### src/rtl/cofi_pkg.sv
// rtl/cofi_pkg.sv - shared mode encodings and helpers for the cofi_ng colour blender
package cofi_pkg;

  localparam logic [1:0] MODE_BYPASS = 2'd0;
  localparam logic [1:0] MODE_2TAP   = 2'd1;
  localparam logic [1:0] MODE_3TAP   = 2'd2;

  // The unused encoding 3 is folded onto bypass so the datapath only ever sees legal modes.
  function automatic logic [1:0] mode_sanitise(input logic [1:0] m);
    return (m == 2'd3) ? MODE_BYPASS : m;
  endfunction

endpackage

### src/rtl/cofi_ng_chan.sv
// rtl/cofi_ng_chan.sv - one colour channel of the cofi_ng horizontal blender
//
// Holds the two-pixel history (d1 = centre, d2 = left) and the output register.
// The blank flags are owned by the top and shared by all channels.
//   clk, reset_n, pix_ce : clock, sync active-low reset, pixel enable
//   mode_i               : sanitised active mode
//   b1_i / b2_i          : centre / left history pixel was in hblank
//   r_blank_i            : current input (right neighbour) is in hblank
//   pix_i / pix_o        : channel input sample / filtered channel output
module cofi_ng_chan #(
  parameter int DW = 6
) (
  input  logic          clk,
  input  logic          reset_n,
  input  logic          pix_ce,
  input  logic [1:0]    mode_i,
  input  logic          b1_i,
  input  logic          b2_i,
  input  logic          r_blank_i,
  input  logic [DW-1:0] pix_i,
  output logic [DW-1:0] pix_o
);
  import cofi_pkg::*;

  logic [DW-1:0] d1_q, d2_q, out_q, out_d;
  logic [DW-1:0] l_pix, r_pix;
  logic [DW+1:0] sum2, sum3;

  always_comb begin
    // Blank neighbours are replaced by the centre so nothing from blanking or
    // the previous line can bleed into an active pixel.
    l_pix = b2_i ? d1_q : d2_q;
    r_pix = r_blank_i ? d1_q : pix_i;
    sum2  = {2'b00, l_pix} + {2'b00, d1_q} + (DW+2)'(1);
    sum3  = {2'b00, l_pix} + {1'b0, d1_q, 1'b0} + {2'b00, r_pix} + (DW+2)'(2);
    out_d = d1_q;
    if (!b1_i) begin
      case (mode_i)
        MODE_2TAP: out_d = DW'(sum2 >> 1);
        MODE_3TAP: out_d = DW'(sum3 >> 2);
        default:   out_d = d1_q;
      endcase
    end
  end

  always_ff @(posedge clk) begin
    if (!reset_n) begin
      d1_q  <= '0;
      d2_q  <= '0;
      out_q <= '0;
    end else if (pix_ce) begin
      d2_q  <= d1_q;
      d1_q  <= pix_i;
      out_q <= out_d;
    end
  end

  assign pix_o = out_q;

endmodule

### src/rtl/cofi_ng.sv
// rtl/cofi_ng.sv - parametrised composite-style horizontal colour blender (top)
//
// Two-tick pipeline in every mode: input -> centre history -> output register.
// Syncs and blanks follow the same two-stage shape so they stay aligned with pix_out.
//   clk, reset_n, pix_ce      : clock, sync active-low reset, pixel enable
//   mode                      : requested mode (0 bypass, 1 2-tap, 2 3-tap, 3 bypass)
//   hblank, vblank, hs, vs    : input timing, aligned with pix_in
//   pix_in / pix_out          : CH packed channels of DW bits, channel 0 in LSBs
//   *_out                     : timing delayed to match pix_out
//   mode_act                  : mode currently applied, updated on vblank rise
module cofi_ng #(
  parameter int DW = 6,
  parameter int CH = 3
) (
  input  logic             clk,
  input  logic             reset_n,
  input  logic             pix_ce,
  input  logic [1:0]       mode,
  input  logic             hblank,
  input  logic             vblank,
  input  logic             hs,
  input  logic             vs,
  input  logic [CH*DW-1:0] pix_in,
  output logic             hblank_out,
  output logic             vblank_out,
  output logic             hs_out,
  output logic             vs_out,
  output logic [CH*DW-1:0] pix_out,
  output logic [1:0]       mode_act
);
  import cofi_pkg::*;

  // b1_q doubles as the first hblank delay stage; vb1_q doubles as the
  // previous-vblank flag used for edge detection of the mode latch.
  logic       b1_q, b2_q, vb1_q, hs1_q, vs1_q;
  logic       hblank_out_q, vblank_out_q, hs_out_q, vs_out_q;
  logic [1:0] mode_act_q, mode_act_d;

  always_comb begin
    mode_act_d = mode_act_q;
    if (vblank && !vb1_q) begin
      mode_act_d = mode_sanitise(mode);
    end
  end

  always_ff @(posedge clk) begin
    if (!reset_n) begin
      // History flags start as blank so the first pixels after reset are a line edge.
      b1_q         <= 1'b1;
      b2_q         <= 1'b1;
      vb1_q        <= 1'b0;
      hs1_q        <= 1'b0;
      vs1_q        <= 1'b0;
      hblank_out_q <= 1'b0;
      vblank_out_q <= 1'b0;
      hs_out_q     <= 1'b0;
      vs_out_q     <= 1'b0;
      mode_act_q   <= MODE_BYPASS;
    end else if (pix_ce) begin
      b2_q         <= b1_q;
      b1_q         <= hblank;
      vb1_q        <= vblank;
      hs1_q        <= hs;
      vs1_q        <= vs;
      hblank_out_q <= b1_q;
      vblank_out_q <= vb1_q;
      hs_out_q     <= hs1_q;
      vs_out_q     <= vs1_q;
      mode_act_q   <= mode_act_d;
    end
  end

  for (genvar c = 0; c < CH; c++) begin : g_chan
    cofi_ng_chan #(.DW(DW)) u_chan (
      .clk      (clk),
      .reset_n  (reset_n),
      .pix_ce   (pix_ce),
      .mode_i   (mode_act_q),
      .b1_i     (b1_q),
      .b2_i     (b2_q),
      .r_blank_i(hblank),
      .pix_i    (pix_in[c*DW +: DW]),
      .pix_o    (pix_out[c*DW +: DW])
    );
  end

  assign hblank_out = hblank_out_q;
  assign vblank_out = vblank_out_q;
  assign hs_out     = hs_out_q;
  assign vs_out     = vs_out_q;
  assign mode_act   = mode_act_q;

endmodule

### config.mk
export PLATFORM = sky130hd
export DESIGN_NAME = cofi_ng
export DESIGN_NICKNAME = d
export VERILOG_FILES = /design/src/rtl/cofi_pkg.sv /design/src/rtl/cofi_ng_chan.sv /design/src/rtl/cofi_ng.sv
export SDC_FILE = /design/constraint.sdc
export NUM_CORES = 1
export LEC_CHECK = 0
export ABC_AREA = 1
export BUFFER_PORTS_ARGS = -buffer_cell sky130_fd_sc_hd__buf_2
export CORE_MARGIN = 3
export CORE_UTILIZATION = 54
export DETAILED_ROUTE_END_ITERATION = 12
export PLACE_DENSITY = 0.77
export SLEW_MARGIN = 20
export SYNTH_ARGS = -nofsm -noshare
export SYNTH_HDL_FRONTEND = slang
export SYNTH_SLANG_ARGS = --single-unit
export TNS_END_PERCENT = 100
### constraint.sdc
create_clock -name clk -period 2.53 [get_ports clk]
set_input_delay 0.1265 -clock clk [delete_from_list [all_inputs] [get_ports clk]]
set_output_delay 0.1265 -clock clk [all_outputs]
set_load 0.1 [all_outputs]
# Word level (Yosys, flattened, before mapping)
# Index checks and enable logic that the tools add are counted.
# word_totals
wordCells	53
register_bits	65
# classes
add_sub_neg	15
n_mux	13
n_reduce_logical	3
eq_ne	3
# op_table
cell	n
two-way mux 6 bit	9
one-hot mux 6 bit (2 select lines)	3
adder 6 x 7 -> 8 bit	3
adder 8 x 2 -> 8 bit, second input constant	3
adder 8 x 6 -> 8 bit	3
adder 6 x 6 -> 7 bit	3
adder 7 x 1 -> 7 bit, second input constant	3
equality test 2 bit, second input constant	2
equality test 2 x 1 -> 1 bit, second input constant	1
two-way mux 2 bit	1
AND reduction 2 bit	1
logical AND 1 bit	1
zero test 1 bit	1

# Longest topological paths before layout
# logic_depth
depth_word	6
depth_mapped	18
ltp_nobuf	17

# Cells and area by module
# A second synthesis with hierarchy kept.
# hier_totals
hier_cells	764
hier_area_um2	5039.8
# by_module_without_submodules
mod	seq_area_each_um2	area_per_inst_um2	cells_each	instances
cofi_ng_chan at g_chan[0].u_chan ...	360.3	1535.2	236	2
cofi_ng_chan at g_chan[1].u_chan	360.3	1542.7	236	1
cofi_ng	220.2	426.7	56	1

# Least setup slack after synthesis
# OpenSTA, ideal clock, no wires.
# synth_timing
path_type	reg2reg
startpoint	reg b2_q
endpoint	reg g_chan[2].u_chan.out_q[5]
arrival_time_ps	2481
n_path_buf	3
path_stages_with_launch	14
setup_time_ps	122
synth_period_minus_slack_ps	2602
slack_ps	-72
required_time_ps	2408
path_cell_list	dfxtp_1 buf_6 inv_4 buf_8 clkbuf_1 o21ai_0 fa_1 ha_1 a21oi_1 o21ai_0 o21ai_0 nand3_1 nand2_1 a21oi_1
# synth_via
elab_chain_len	6
word_cells_on_any_way	8
# synth_rtl
element	line_no	text
start, declared	cofi_ng.sv:35	logic b1_q, b2_q, vb1_q, hs1_q, vs1_q;
start signal, assigned	cofi_ng.sv:60	b2_q <= b1_q;
two-way mux 6 bit (*)	cofi_ng_chan.sv:32	l_pix = b2_i ? d1_q : d2_q;
adder 6 x 7 -> 8 bit	cofi_ng_chan.sv:35	sum3 = {2'b00, l_pix} + {1'b0, d1_q, 1'b0} + {2'b00, r_pix} + (DW+2)'(2);
adder 8 x 6 -> 8 bit	cofi_ng_chan.sv:35	
adder 8 x 2 -> 8 bit	cofi_ng_chan.sv:35	
one-hot mux 6 bit (2 select lines) (*)	cofi_ng_chan.sv:38	case (mode_i)
two-way mux 6 bit (*)	cofi_ng_chan.sv:37	if (!b1_i) begin
end signal, assigned	cofi_ng_chan.sv:54	out_q <= out_d;
end, declared	cofi_ng_chan.sv:25	logic [DW-1:0] d1_q, d2_q, out_q, out_d;
# Every way passes the cells marked *; elsewhere a longest branch is shown, timed or not.
# A chain may end at the register's enable or synchronous reset.

# Worst setup path after layout
# layout_timing
startpoint	reg b2_q
endpoint	reg g_chan[1].u_chan.out_q[1]
# layout_via
elab_chain_len	6
word_cells_on_any_way	8
# layout_rtl
element	line_no
two-way mux 6 bit (*)	cofi_ng_chan.sv:32
adder 6 x 7 -> 8 bit	cofi_ng_chan.sv:35
adder 8 x 6 -> 8 bit	cofi_ng_chan.sv:35
adder 8 x 2 -> 8 bit	cofi_ng_chan.sv:35
one-hot mux 6 bit (2 select lines) (*)	cofi_ng_chan.sv:38
two-way mux 6 bit (*)	cofi_ng_chan.sv:37
end signal, assigned	cofi_ng_chan.sv:54
end, declared	cofi_ng_chan.sv:25
# Marks and branches as above.

==> impl_metrics.env <==
export IMPL_status="finished clean"
export IMPL_synthTopCellsByArea="dfxtp_1, nand2_1, a21oi_1"
export IMPL_synth_top_family_by_area="simple AND/OR/NAND/NOR gates"
export IMPL_synthAdderAreaFrac=0.169
export IMPL_layout_common_cells="nand2_1, a21oi_1, inv_1"
export IMPL_overflow=0
export IMPL_startpoint="b2_q"
export IMPL_hp_class="in2reg"
export IMPL_fin_skew_ps=5.87
export IMPL_finalHoldViolCount=0
export IMPL_p_total_mw=3.45
export IMPL_synth_mux_area_frac=0
export IMPL_synth_flop_cell="dfxtp_1"
export IMPL_dr_pass1_iters=7
export IMPL_fin_crit_sh=0.962
export IMPL_maxCapViolCount=0
export IMPL_io_buffers=50
export IMPL_start_util=0.572
export IMPL_die_w_um=100
export IMPL_cts_tree="built"
export IMPL_synth_top_area_cell="dfxtp_1"
export IMPL_synth_xor_area_share=0
export IMPL_clk_pin_slew_ps=80
export IMPL_synth_nets=800
export IMPL_rows=33
export IMPL_netlist_instances=717
export IMPL_cts_buffers=9
export IMPL_postLayoutSetupSlackWorst_ps=95.2
export IMPL_setup_tns_ps=0
export IMPL_via_per_inst=5.71
export IMPL_arrival_ps=2660
export IMPL_cts_sinks=65
export IMPL_endpoint_kind="flop"
export IMPL_clk_root_buffer_cell="clkbuf_8"
export IMPL_mostFrequentLayoutCell="nand2_1"
export IMPL_cp_max_fo=7
export IMPL_required_ps=2750
export IMPL_num_io_pins=51
export IMPL_synth_compound_area_frac=0.215
export IMPL_nFillCells=740
export IMPL_antenna_found_initial=0
export IMPL_drt_iter0_drc=306
export IMPL_grt_pass1_wl_um=21600
export IMPL_grt_start_max_net_pins=55
export IMPL_htree_levels=3
export IMPL_ys_ff_latch=65
export IMPL_seqPwrFrac=0.331
export IMPL_max_freq_mhz=411
export IMPL_fin_nets=853
export IMPL_clock_latency_ps=350
export IMPL_clock_power_share=0.271
export IMPL_place_gp_congestion=0.997
export IMPL_ys_types=29
export IMPL_r2r_start="b2_q"
export IMPL_fp_dieArea_sq_um=10100
export IMPL_power_switching_mw=1.40
export IMPL_tightest_slew_ps=681
export IMPL_grt_pass1_vias=4542
export IMPL_grt_setup_unrepaired="yes"
export IMPL_diodes=0
export IMPL_hp_start="vs"
export IMPL_total_leakage_power_nw=2.68
export IMPL_synth_edf_count=0
export IMPL_finalMaxSlewViolations=0
export IMPL_async_flop_share=0
export IMPL_synth_top_area_share=0.270
export IMPL_ys_warn_count=0
export IMPL_drt_wl_total_um=13600
export IMPL_vias=5024
export IMPL_intPower_mw=2.05
export IMPL_setup_viol=0
export IMPL_p_sw_frac=0.405
export IMPL_yosysSeqAreaShare=0.270
export IMPL_wire_per_inst_um=15.5
export IMPL_p_comb_frac=0.398
export IMPL_place_hpwl_um=9280
export IMPL_max_slew_margin=0.543
export IMPL_critical_path_class="reg2reg"
export IMPL_clock_path_buffers=2
export IMPL_worstSetupStartpointType="flop"
export IMPL_yosys_area_share_simple=0.251
export IMPL_area_growth_pct=18.6
export IMPL_synth_area_per_cell_sq_um=6.72
export IMPL_layout_min_cycle_time_ps=2430
export IMPL_drc_errors=0
export IMPL_drive_gt1_frac=0.188
export IMPL_ir_drop_uv=466
export IMPL_power_density_nw_per_um2=603
export IMPL_fp_dieH_um=100
export IMPL_postRouteAntennaNets=0
export IMPL_core_area_sq_um=8420
export IMPL_grtUsageTotal=0.265
export IMPL_post_place_ws_ps=-94.0
export IMPL_post_route_util=0.679
export IMPL_syn_area_sq_um=4820
## stage by stage
| step | cells | area [sq um] | hold WS, ps |
|---|---|---|---|
| after floorplan | 717 | 4820 | 261 |
| after global placement | 859 | 5230 | 358 |
| after detailed placement | 859 | 5230 | 359 |
| after CTS | 876 | 5450 | 2.08 |
| after global routing | 880 | 5720 | 24.9 |
| final | 880 | 5720 | 6.46 |
## logic make-up (layout without fill, tap and decap cells)
| logic type | after synthesis | in the layout |
|---|---|---|
| flip-flops | 65 | 65 |
| adder cells (fa/ha/maj) | 56 | 56 |
| AND/OR/NAND/NOR | 280 | 280 |
| buffers and inverters | 114 | 172 |
| AO/OA/AOI/OAI | 202 | 202 |
## sequential cells by signal, indices dropped and copies added (netlist names), 2 cells and up
register and count:
g_chan.u_chan.d1_q 18, g_chan.u_chan.d2_q 18, mode_act 2, g_chan.u_chan.pix_o 18
## layer usage
metal	vias to the layer above	track usage	wire, um
met3	32	0.0388	800
met4	0	0.101	299
li1	2482	-	-
met2	189	0.442	6720
met1	2321	0.347	5800
met5	-	0	0
## power by group through the flow
stage / Combinational (mW) / Clock, mW / Sequential (mW)
2_1_floorplan: 0.769 / 0 / 1.32
3_3_place_gp: 1.17 / 0 / 1.16
3_5_place_dp: 1.20 / 0 / 1.16
4_1_cts: 1.21 / 0.943 / 1.14
5_1_grt: 1.52 / 0.985 / 1.15
6_report: 1.37 / 0.933 / 1.14
## layout make-up
type / count / area [sq um] / share of cell area
Clock inverter: 7 / 80.1 / 0.0140
Multi-Input combinational cell: 538 / 3260 / 0.570
Clock buffer: 9 / 124 / 0.0217
Inverter: 81 / 317 / 0.0554
Timing Repair Buffer: 73 / 479 / 0.0838
Tap cell: 105 / 131 / 0.0230
Timing Repair inverter: 2 / 17.5 / 0.00306
Sequential cell: 65 / 1310 / 0.229
## Yosys cell counts, types with 4 or more instances
master    count
o21ai_0      83
a21oi_1     109
clkbuf_1     19
buf_2         9
ha_1         41
dfxtp_1      65
nand4_1       6
nand2_4       5
nand3_1      43
nor2_1       46
fa_1         15
nand2_1     166
inv_1        78
nand3_2       4
## timing repair
item | in CTS | in global routing
pin swaps | 0 | 6
buffers inserted | 0 | 2
hold buffers | 1 | 0
setup endpoints to repair | 5 | 15
hold endpoints to repair | 1 | 0
cloned | 0 | 2
gates resized for setup | 5 | 54
## worst max-delay path: stages, from the launching register on
cell and delay, ps:
dfxtp_4 440, buf_12 130, inv_6 50, o21ai_2 150
fa_1 450, ha_1 330, nand2_1 110, nand2_1 100
or2_2 290, nand3_1 70, nand3_1 60, nand2_1 70
a21oi_1 50
## path summary, 6_finish.rpt
path | depth (start not counted) | slack (ps) | end
worst max-delay path | 12 | 100 | g_chan[1].u_chan.pix_o[1]
worst min-delay path | 3 | 6 | vs1_q
worst max register to register | 12 | 100 | g_chan[1].u_chan.pix_o[1]
worst min register to register | 2 | 460 | g_chan[1].u_chan.pix_o[2]
No activity file was read; power rests on OpenSTA's default activity.
